[config.mk]
export PLATFORM = sky130hd
export DESIGN_NAME = busy_table_flat
export DESIGN_NICKNAME = d
export VERILOG_FILES = /design/src/rtl/busy_table_if.sv /design/src/rtl/busy_table.sv /design/src/flat_wrapper.sv
export SDC_FILE = /design/constraint.sdc
export NUM_CORES = 2
export LEC_CHECK = 0
export CORE_ASPECT_RATIO = 2
export CORE_MARGIN = 2
export CORE_UTILIZATION = 45
export DETAILED_ROUTE_END_ITERATION = 12
export DONT_BUFFER_PORTS = 1
export HOLD_SLACK_MARGIN = 0.15
export PLACE_DENSITY_LB_ADDON = 0.08
export SYNTH_ARGS = -nofsm -noshare
export SYNTH_HDL_FRONTEND = slang
export SYNTH_SLANG_ARGS = --single-unit
[constraint.sdc]
create_clock -name clk -period 10.9 [get_ports clk]
set_input_delay 2.18 -clock clk [delete_from_list [all_inputs] [get_ports clk]]
set_output_delay 2.18 -clock clk [all_outputs]
set_load 0.005 [all_outputs]
[src/rtl/busy_table_if.sv]
// Rename/writeback lookup bundle for the physical-register busy table.
// The master side is rename plus writeback; the slave side is the table itself.
interface busy_table_if #(
   parameter int RWD   = 4,
   parameter int EWD   = 4,
   parameter int PRNUM = 128
);
   localparam int IDXW = $clog2(PRNUM);

   logic                           redir;
   logic [RWD-1:0]                 ren_valid;
   logic [RWD-1:0][1:0][15:0]      ren_prsa;
   logic [RWD-1:0][15:0]           ren_prda;
   logic [RWD-1:0]                 ren_wena;
   logic [RWD-1:0]                 ren_fire;
   logic [EWD-1:0]                 wb_valid;
   logic [EWD-1:0][15:0]           wb_prda;
   logic [RWD-1:0][1:0]            busy_resp;
   logic [IDXW:0]                  busy_count;

   modport master (
      output redir, ren_valid, ren_prsa, ren_prda, ren_wena, ren_fire,
             wb_valid, wb_prda,
      input  busy_resp, busy_count
   );

   modport slave (
      input  redir, ren_valid, ren_prsa, ren_prda, ren_wena, ren_fire,
             wb_valid, wb_prda,
      output busy_resp, busy_count
   );
endinterface

[src/rtl/busy_table.sv]
// Physical-register busy table: zero-cycle lookup for rename with intra-bundle
// forwarding and same-cycle writeback bypass; set on accepted allocation.
module busy_table #(
   parameter int RWD   = 4,
   parameter int EWD   = 4,
   parameter int PRNUM = 128
) (
   input  logic       clk,
   input  logic       rst,
   busy_table_if.slave bt
);
   localparam int IDXW = $clog2(PRNUM);

   logic [PRNUM-1:0] busy_q, busy_d;
   logic [IDXW:0]    count_q, count_d;
   logic [PRNUM-1:0] set_vec, clr_vec;

   // Per-operand lookup; the older-slot scan takes priority over the table.
   genvar gi, gk;
   generate
      for (gi = 0; gi < RWD; gi++) begin : g_slot
         for (gk = 0; gk < 2; gk++) begin : g_opnd
            logic [IDXW-1:0] src_idx;
            logic            intra_hit;
            logic            wb_hit;

            assign src_idx = bt.ren_prsa[gi][gk][IDXW-1:0];

            always_comb begin
               intra_hit = 1'b0;
               for (int j = 0; j < gi; j++) begin
                  if (bt.ren_valid[j] && bt.ren_wena[j] &&
                      bt.ren_prda[j][IDXW-1:0] == src_idx)
                     intra_hit = 1'b1;
               end
            end

            always_comb begin
               wb_hit = 1'b0;
               for (int j = 0; j < EWD; j++) begin
                  if (bt.wb_valid[j] && bt.wb_prda[j][IDXW-1:0] == src_idx)
                     wb_hit = 1'b1;
               end
            end

            assign bt.busy_resp[gi][gk] = bt.ren_valid[gi] && (src_idx != '0) &&
                                          (intra_hit || (busy_q[src_idx] && !wb_hit));
         end
      end
   endgenerate

   always_comb begin
      set_vec = '0;
      for (int i = 0; i < RWD; i++) begin
         if (bt.ren_fire[i] && bt.ren_wena[i])
            set_vec[bt.ren_prda[i][IDXW-1:0]] = 1'b1;
      end
   end

   always_comb begin
      clr_vec = '0;
      for (int j = 0; j < EWD; j++) begin
         if (bt.wb_valid[j])
            clr_vec[bt.wb_prda[j][IDXW-1:0]] = 1'b1;
      end
   end

   // A new producer beats a same-cycle writeback; register 0 is pinned idle.
   always_comb begin
      if (bt.redir)
         busy_d = '0;
      else
         busy_d = set_vec | (busy_q & ~clr_vec);
      busy_d[0] = 1'b0;
   end

   always_comb begin
      count_d = '0;
      for (int e = 0; e < PRNUM; e++)
         count_d = count_d + (IDXW+1)'(busy_d[e]);
   end

   always_ff @(posedge clk) begin
      if (rst) begin
         busy_q  <= '0;
         count_q <= '0;
      end else begin
         busy_q  <= busy_d;
         count_q <= count_d;
      end
   end

   assign bt.busy_count = count_q;
endmodule

[src/flat_wrapper.sv]
// flat-port wrapper written by rule: the top's interface ports become plain ports
module busy_table_flat 
#(
   parameter int RWD   = 4,
   parameter int EWD   = 4,
   parameter int PRNUM = 128
)
  (clk, rst, bt_redir, bt_ren_valid, bt_ren_prsa, bt_ren_prda, bt_ren_wena, bt_ren_fire, bt_wb_valid, bt_wb_prda, bt_busy_resp, bt_busy_count);
  busy_table_if #(.RWD(RWD), .EWD(EWD), .PRNUM(PRNUM)) bt_i ();
  input  logic clk;
  input  logic rst;
  input wire logic [$bits(bt_i.redir)-1:0] bt_redir;
  input wire logic [$bits(bt_i.ren_valid)-1:0] bt_ren_valid;
  input wire logic [$bits(bt_i.ren_prsa)-1:0] bt_ren_prsa;
  input wire logic [$bits(bt_i.ren_prda)-1:0] bt_ren_prda;
  input wire logic [$bits(bt_i.ren_wena)-1:0] bt_ren_wena;
  input wire logic [$bits(bt_i.ren_fire)-1:0] bt_ren_fire;
  input wire logic [$bits(bt_i.wb_valid)-1:0] bt_wb_valid;
  input wire logic [$bits(bt_i.wb_prda)-1:0] bt_wb_prda;
  output wire logic [$bits(bt_i.busy_resp)-1:0] bt_busy_resp;
  output wire logic [$bits(bt_i.busy_count)-1:0] bt_busy_count;
  assign bt_i.redir = bt_redir;
  assign bt_i.ren_valid = bt_ren_valid;
  assign bt_i.ren_prsa = bt_ren_prsa;
  assign bt_i.ren_prda = bt_ren_prda;
  assign bt_i.ren_wena = bt_ren_wena;
  assign bt_i.ren_fire = bt_ren_fire;
  assign bt_i.wb_valid = bt_wb_valid;
  assign bt_i.wb_prda = bt_wb_prda;
  assign bt_busy_resp = bt_i.busy_resp;
  assign bt_busy_count = bt_i.busy_count;
  busy_table #(.RWD(RWD), .EWD(EWD), .PRNUM(PRNUM)) u_core (.clk(clk), .rst(rst), .bt(bt_i));
endmodule
==> flow_metrics.env, run 1 <==
export IMPL_status="did not finish"
export IMPL_haltStage="5_1_grt"
export IMPL_error="[ERROR GRT-0116] Global routing finished with congestion. Check the congestion regions in the DRC Viewer."
export IMPL_grt_ovfl_total=441
export IMPL_synth_distinct_cells=69
export IMPL_synthTopCellsByArea="mux4_2 19%, dfxtp_1 10%, fa_1 8.4%"
export IMPL_synth_cells=3279
export IMPL_yosysWarningCount=0
export IMPL_place_inst=4178
export IMPL_ys_ff_latch=135
export IMPL_post_cts_buffers=0
export IMPL_grt_pass1_wl_mm=340.9
export IMPL_htree_num_levels=4
export IMPL_boundaryPins=291
export IMPL_portBuffers=0
export IMPL_synth_top_area_share_pct=19.20
export IMPL_dpl_cell_area_mm2=0.03036
export IMPL_clkSinkCount=135
export IMPL_ctsLongestPathBuffers=2
export IMPL_ys_seq_area_share_pct=9.973
export IMPL_synth_area_leader_cell="mux4_2"
export IMPL_cts_root_buf="clkbuf_16"
export IMPL_cts_hold_buf=0
export IMPL_post_cts_resized=0
export IMPL_synthesis_nets=3695
export IMPL_numCtsBuffers=17
export IMPL_floorplan_initialDensity_pct=45.36
export IMPL_grt_pass1_vias=39490
export IMPL_hpwl_mm=146.3
export IMPL_yosysMostFrequentCell="nor2_1"
export IMPL_grtUsageTotal_pct=75.04
export IMPL_ys_flop_type="dfxtp_1"
export IMPL_async_flop_share_pct=0
export IMPL_syn_area_mm2=0.02710
export IMPL_rows=127
export IMPL_synth_common_cells="328 x nor2_1, 281 x nand2_1, 231 x mux4_2"
export IMPL_die_y_um=351.1
export IMPL_gp_congestion=1.217
export IMPL_avgSynthCellArea_um2=8.265
export IMPL_die_x_um=177.5
export IMPL_synth_edf_count=0
export IMPL_grt_max_degree=136
[routing by layer]
layer  GRT overflow  global-route usage [%]
met4            184                   75.95
met3             11                   58.97
met2            245                   92.72
met5              0                   21.47
met1              1                   74.12
[cells by family after synthesis]
group,count (synthesis),share of synthesized area [%]
AO/OA/AOI/OAI,865,22.29
XOR/XNOR,312,10.08
adder cells (fa/ha/maj),141,9.668
buffers and inverters,427,6.681
flip-flops,135,9.973
multiplexers,309,22.10
AND/OR/NAND/NOR,1090,19.21
[per-stage QoR]
step	utilization (%)	setup WS, ns
2_1_floorplan	-	0.6742
3_5_place_dp	50.82	-0.1590
4_1_cts	51.73	0.2977
3_3_place_gp	50.82	-0.08264
==> run 2, diff against run 1 <==
--- a/config.mk
+++ b/config.mk
@@ -5,13 +5,11 @@
 export SDC_FILE = /design/constraint.sdc
 export NUM_CORES = 2
 export LEC_CHECK = 0
-export CORE_ASPECT_RATIO = 2
 export CORE_MARGIN = 2
-export CORE_UTILIZATION = 45
+export CORE_UTILIZATION = 30
 export DETAILED_ROUTE_END_ITERATION = 12
 export DONT_BUFFER_PORTS = 1
-export HOLD_SLACK_MARGIN = 0.15
-export PLACE_DENSITY_LB_ADDON = 0.08
+export PLACE_DENSITY_LB_ADDON = 0.15
 export SYNTH_ARGS = -nofsm -noshare
 export SYNTH_HDL_FRONTEND = slang
 export SYNTH_SLANG_ARGS = --single-unit
==> run 2 against run 1 <==
- the flow now finishes without violations
- synthesized cell count stayed put
- synthesized area stayed put
==> flow_metrics.env, run 2 <==
export IMPL_status="finished clean"
export IMPL_ys_flop_type="dfxtp_1"
export IMPL_synthesis_nets=3695
export IMPL_period_share_pct=96.79
export IMPL_required_ns=11.25
export IMPL_rows=110
export IMPL_synth_edf_count=0
export IMPL_htree_num_levels=4
export IMPL_synth_cells=3279
export IMPL_synth_common_cells="328 x nor2_1, 281 x nand2_1, 231 x mux4_2"
export IMPL_drv_cap=0
export IMPL_hp_class="flip-flop to flip-flop"
export IMPL_antenna_found_initial=19
export IMPL_post_cts_resized=0
export IMPL_largest_reg_flops=127
export IMPL_die_x_um=304.6
export IMPL_hp_start="u_core.busy_q[102]"
export IMPL_floorplan_initialDensity_pct=30.20
export IMPL_timing_rr_start="u_core.busy_q[2]"
export IMPL_holdPathStages=3
export IMPL_reg2reg_depth=23
export IMPL_die_y_um=304.6
export IMPL_regMostFlops="u_core.busy_q"
export IMPL_clock_latency_ns=0.45
export IMPL_hold_viol_final=0
export IMPL_grt_max_degree=136
export IMPL_startpoint_type="input port"
export IMPL_drt_initial_drc_count=5115
export IMPL_clkTransAtPathRegs_ns=0.08
export IMPL_p_leak_nw=9.457
export IMPL_dpl_cell_area_mm2=0.02903
export IMPL_grt_pass1_vias=29800
export IMPL_numCtsBuffers=17
export IMPL_pwr_share_clk_pct=39.4
export IMPL_multi_input_area_mm2=0.02261
export IMPL_worstMarginPinSlew_ns=1.354
export IMPL_final_common_cell="nor2_1"
export IMPL_syn2layout_area_growth_pct=9.391
export IMPL_post_cts_buffers=0
export IMPL_clkSinkCount=135
export IMPL_synth_distinct_cells=69
export IMPL_grt_pass1_wl_mm=241.1
export IMPL_power_switching_uw=519.5
export IMPL_syn_area_mm2=0.02710
export IMPL_cts_root_buf="clkbuf_16"
export IMPL_end_kind="flip-flop"
export IMPL_internal_power_mw=1.051
export IMPL_synth_top_area_share_pct=19.20
export IMPL_cts_hold_buf=0
export IMPL_drc=0
export IMPL_skew_ns=0.01621
export IMPL_path_class="input port to flip-flop"
export IMPL_totalWireLength_mm=174.2
export IMPL_power_density_mw_per_mm2=52.96
export IMPL_yosysMostFrequentCell="nor2_1"
export IMPL_gp_congestion=1.076
export IMPL_setup_violations=0
export IMPL_hpwl_mm=131.9
export IMPL_yosysWarningCount=0
export IMPL_viasPerCell=7.047
export IMPL_reg2reg_slack_ns=2.40
export IMPL_cts_tree="done"
export IMPL_portBuffers=0
export IMPL_drt_pass1_iterations=8
export IMPL_stdcell_area_mm2=0.02964
export IMPL_die_area_mm2=0.09275
export IMPL_p_total_mw=1.570
export IMPL_grt_ovfl_total=0
export IMPL_drv_slew=0
export IMPL_fill_cells=9620
export IMPL_fin_nets=3643
export IMPL_core_area_mm2=0.08974
export IMPL_boundaryPins=291
export IMPL_switching_share_pct=33.08
export IMPL_rsz0062_at_grt="no"
export IMPL_slew_headroom_pct=9.030
export IMPL_crit_fanout=4
export IMPL_regArea_mm2=0.002703
export IMPL_mostFrequentLayoutCells="328 x nor2_1, 281 x nand2_1, 231 x mux4_2"
export IMPL_async_flop_share_pct=0
export IMPL_power_frac_seq_pct=32.2
export IMPL_fmaxAchievable_ghz=0.09478
export IMPL_ant_nets=0
export IMPL_ys_seq_area_share_pct=9.973
export IMPL_vdd_drop_max_mv=0.07572
export IMPL_wl_per_cell_um=39.43
export IMPL_via_count=31140
export IMPL_ys_ff_latch=135
export IMPL_min_period_ns=10.55
export IMPL_arrival_ns=10.90
export IMPL_r2r_end="u_core.bt.busy_count[6]"
export IMPL_synth_area_leader_cell="mux4_2"
export IMPL_ctsLongestPathBuffers=2
export IMPL_holdPathEnd="u_core.busy_q[102]"
export IMPL_synthTopCellsByArea="mux4_2 19%, dfxtp_1 10%, fa_1 8.4%"
export IMPL_avgSynthCellArea_um2=8.265
export IMPL_comb_power_share_pct=28.4
export IMPL_final_layout_size_suffix_gt1_share_pct=15.99
export IMPL_grtUsageTotal_pct=36.45
-- run 2: final cells by class --
type                       instances  share of cell area, %
sequential                       135                  9.117
multi-input combinational       2717                  76.26
timing repair buffer             230                  5.993
antenna                            4                0.03377
tap                             1176                  4.963
clock inverter                    13                 0.5571
clock buffer                      18                  1.481
inverter                         126                  1.595
-- run 2: worst max path at each step --
stage / from / to / slack (ns) / cells after the start
6_report: bt_ren_fire[3] / u_core.bt.busy_count[6] / 0.35 / 27
5_1_grt: bt_ren_fire[3] / u_core.bt.busy_count[6] / 0.13 / 27
4_1_cts: bt_ren_fire[3] / u_core.bt.busy_count[6] / 0.45 / 27
3_5_place_dp: bt_ren_fire[3] / u_core.bt.busy_count[6] / 0.06 / 28
3_3_place_gp: bt_ren_fire[3] / u_core.bt.busy_count[6] / -0.02 / 28
2_1_floorplan: bt_wb_valid[2] / u_core.bt.busy_count[6] / 0.67 / 29
-- run 2: cells by family after synthesis --
| kind of cell | count (synthesis) | share of synthesized area (%) |
|---|---|---|
| multiplexers | 309 | 22.10 |
| flip-flops | 135 | 9.973 |
| XOR/XNOR | 312 | 10.08 |
| buffers and inverters | 427 | 6.681 |
| AO/OA/AOI/OAI | 865 | 22.29 |
| adder cells (fa/ha/maj) | 141 | 9.668 |
| AND/OR/NAND/NOR | 1090 | 19.21 |
-- run 2: stage by stage --
stage	setup TNS, ns	setup WS (ns)	hold WS [ns]	utilization, %	std cells
global route	0	0.1259	0.8853	33.03	4416
floorplan	0	0.6742	0.6071	-	3279
detailed placement	0	0.05891	0.8034	32.35	4384
finish	0	0.3497	0.8389	33.04	4419
CTS	0	0.4529	0.8174	33.02	4415
global placement	-0.02413	-0.02413	0.8014	32.35	4384
-- run 2: metal layers --
layer / vias up / GRT usage [%] / share of wire [%] / routed length (um)
li1: 12320 / - / - / -
met1: 15390 / 45.37 / 36 / 63570
met2: 2682 / 53.56 / 41 / 72280
met3: 734 / 11.93 / 13 / 23380
met4: 8 / 24.53 / 8.6 / 14940
met5: - / 0 / 0.031 / 54
-- run 2: critical path, cell delays in order --
cell      delay (ns)
nand2_1         0.11
nor3_1          1.05
a221oi_1        0.30
buf_4           0.27
o21ai_0         0.08
nand2_1         0.12
fa_1            0.73
fa_1            0.52
fa_1            0.54
fa_1            0.45
fa_1            0.51
inv_1           0.07
fa_1            0.50
inv_1           0.06
fa_1            0.48
fa_1            0.49
fa_1            0.49
inv_1           0.05
fa_1            0.44
ha_1            0.22
fa_1            0.39
a21oi_1         0.16
o21bai_1        0.10
a21o_1          0.19
a21oi_1         0.17
xor2_1          0.16
nor2_1          0.06
-- run 2: power groups by stage --
stage	combinational, mW	clock (mW)	sequential, mW
final	0.446	0.619	0.505
after global routing	0.470	0.638	0.505
after CTS	0.435	0.620	0.505
after detailed placement	0.431	0	0.516
after global placement	0.432	0	0.516
after floorplan	0.430	0	0.511
Note: power is estimated with default switching activity, not from simulation.
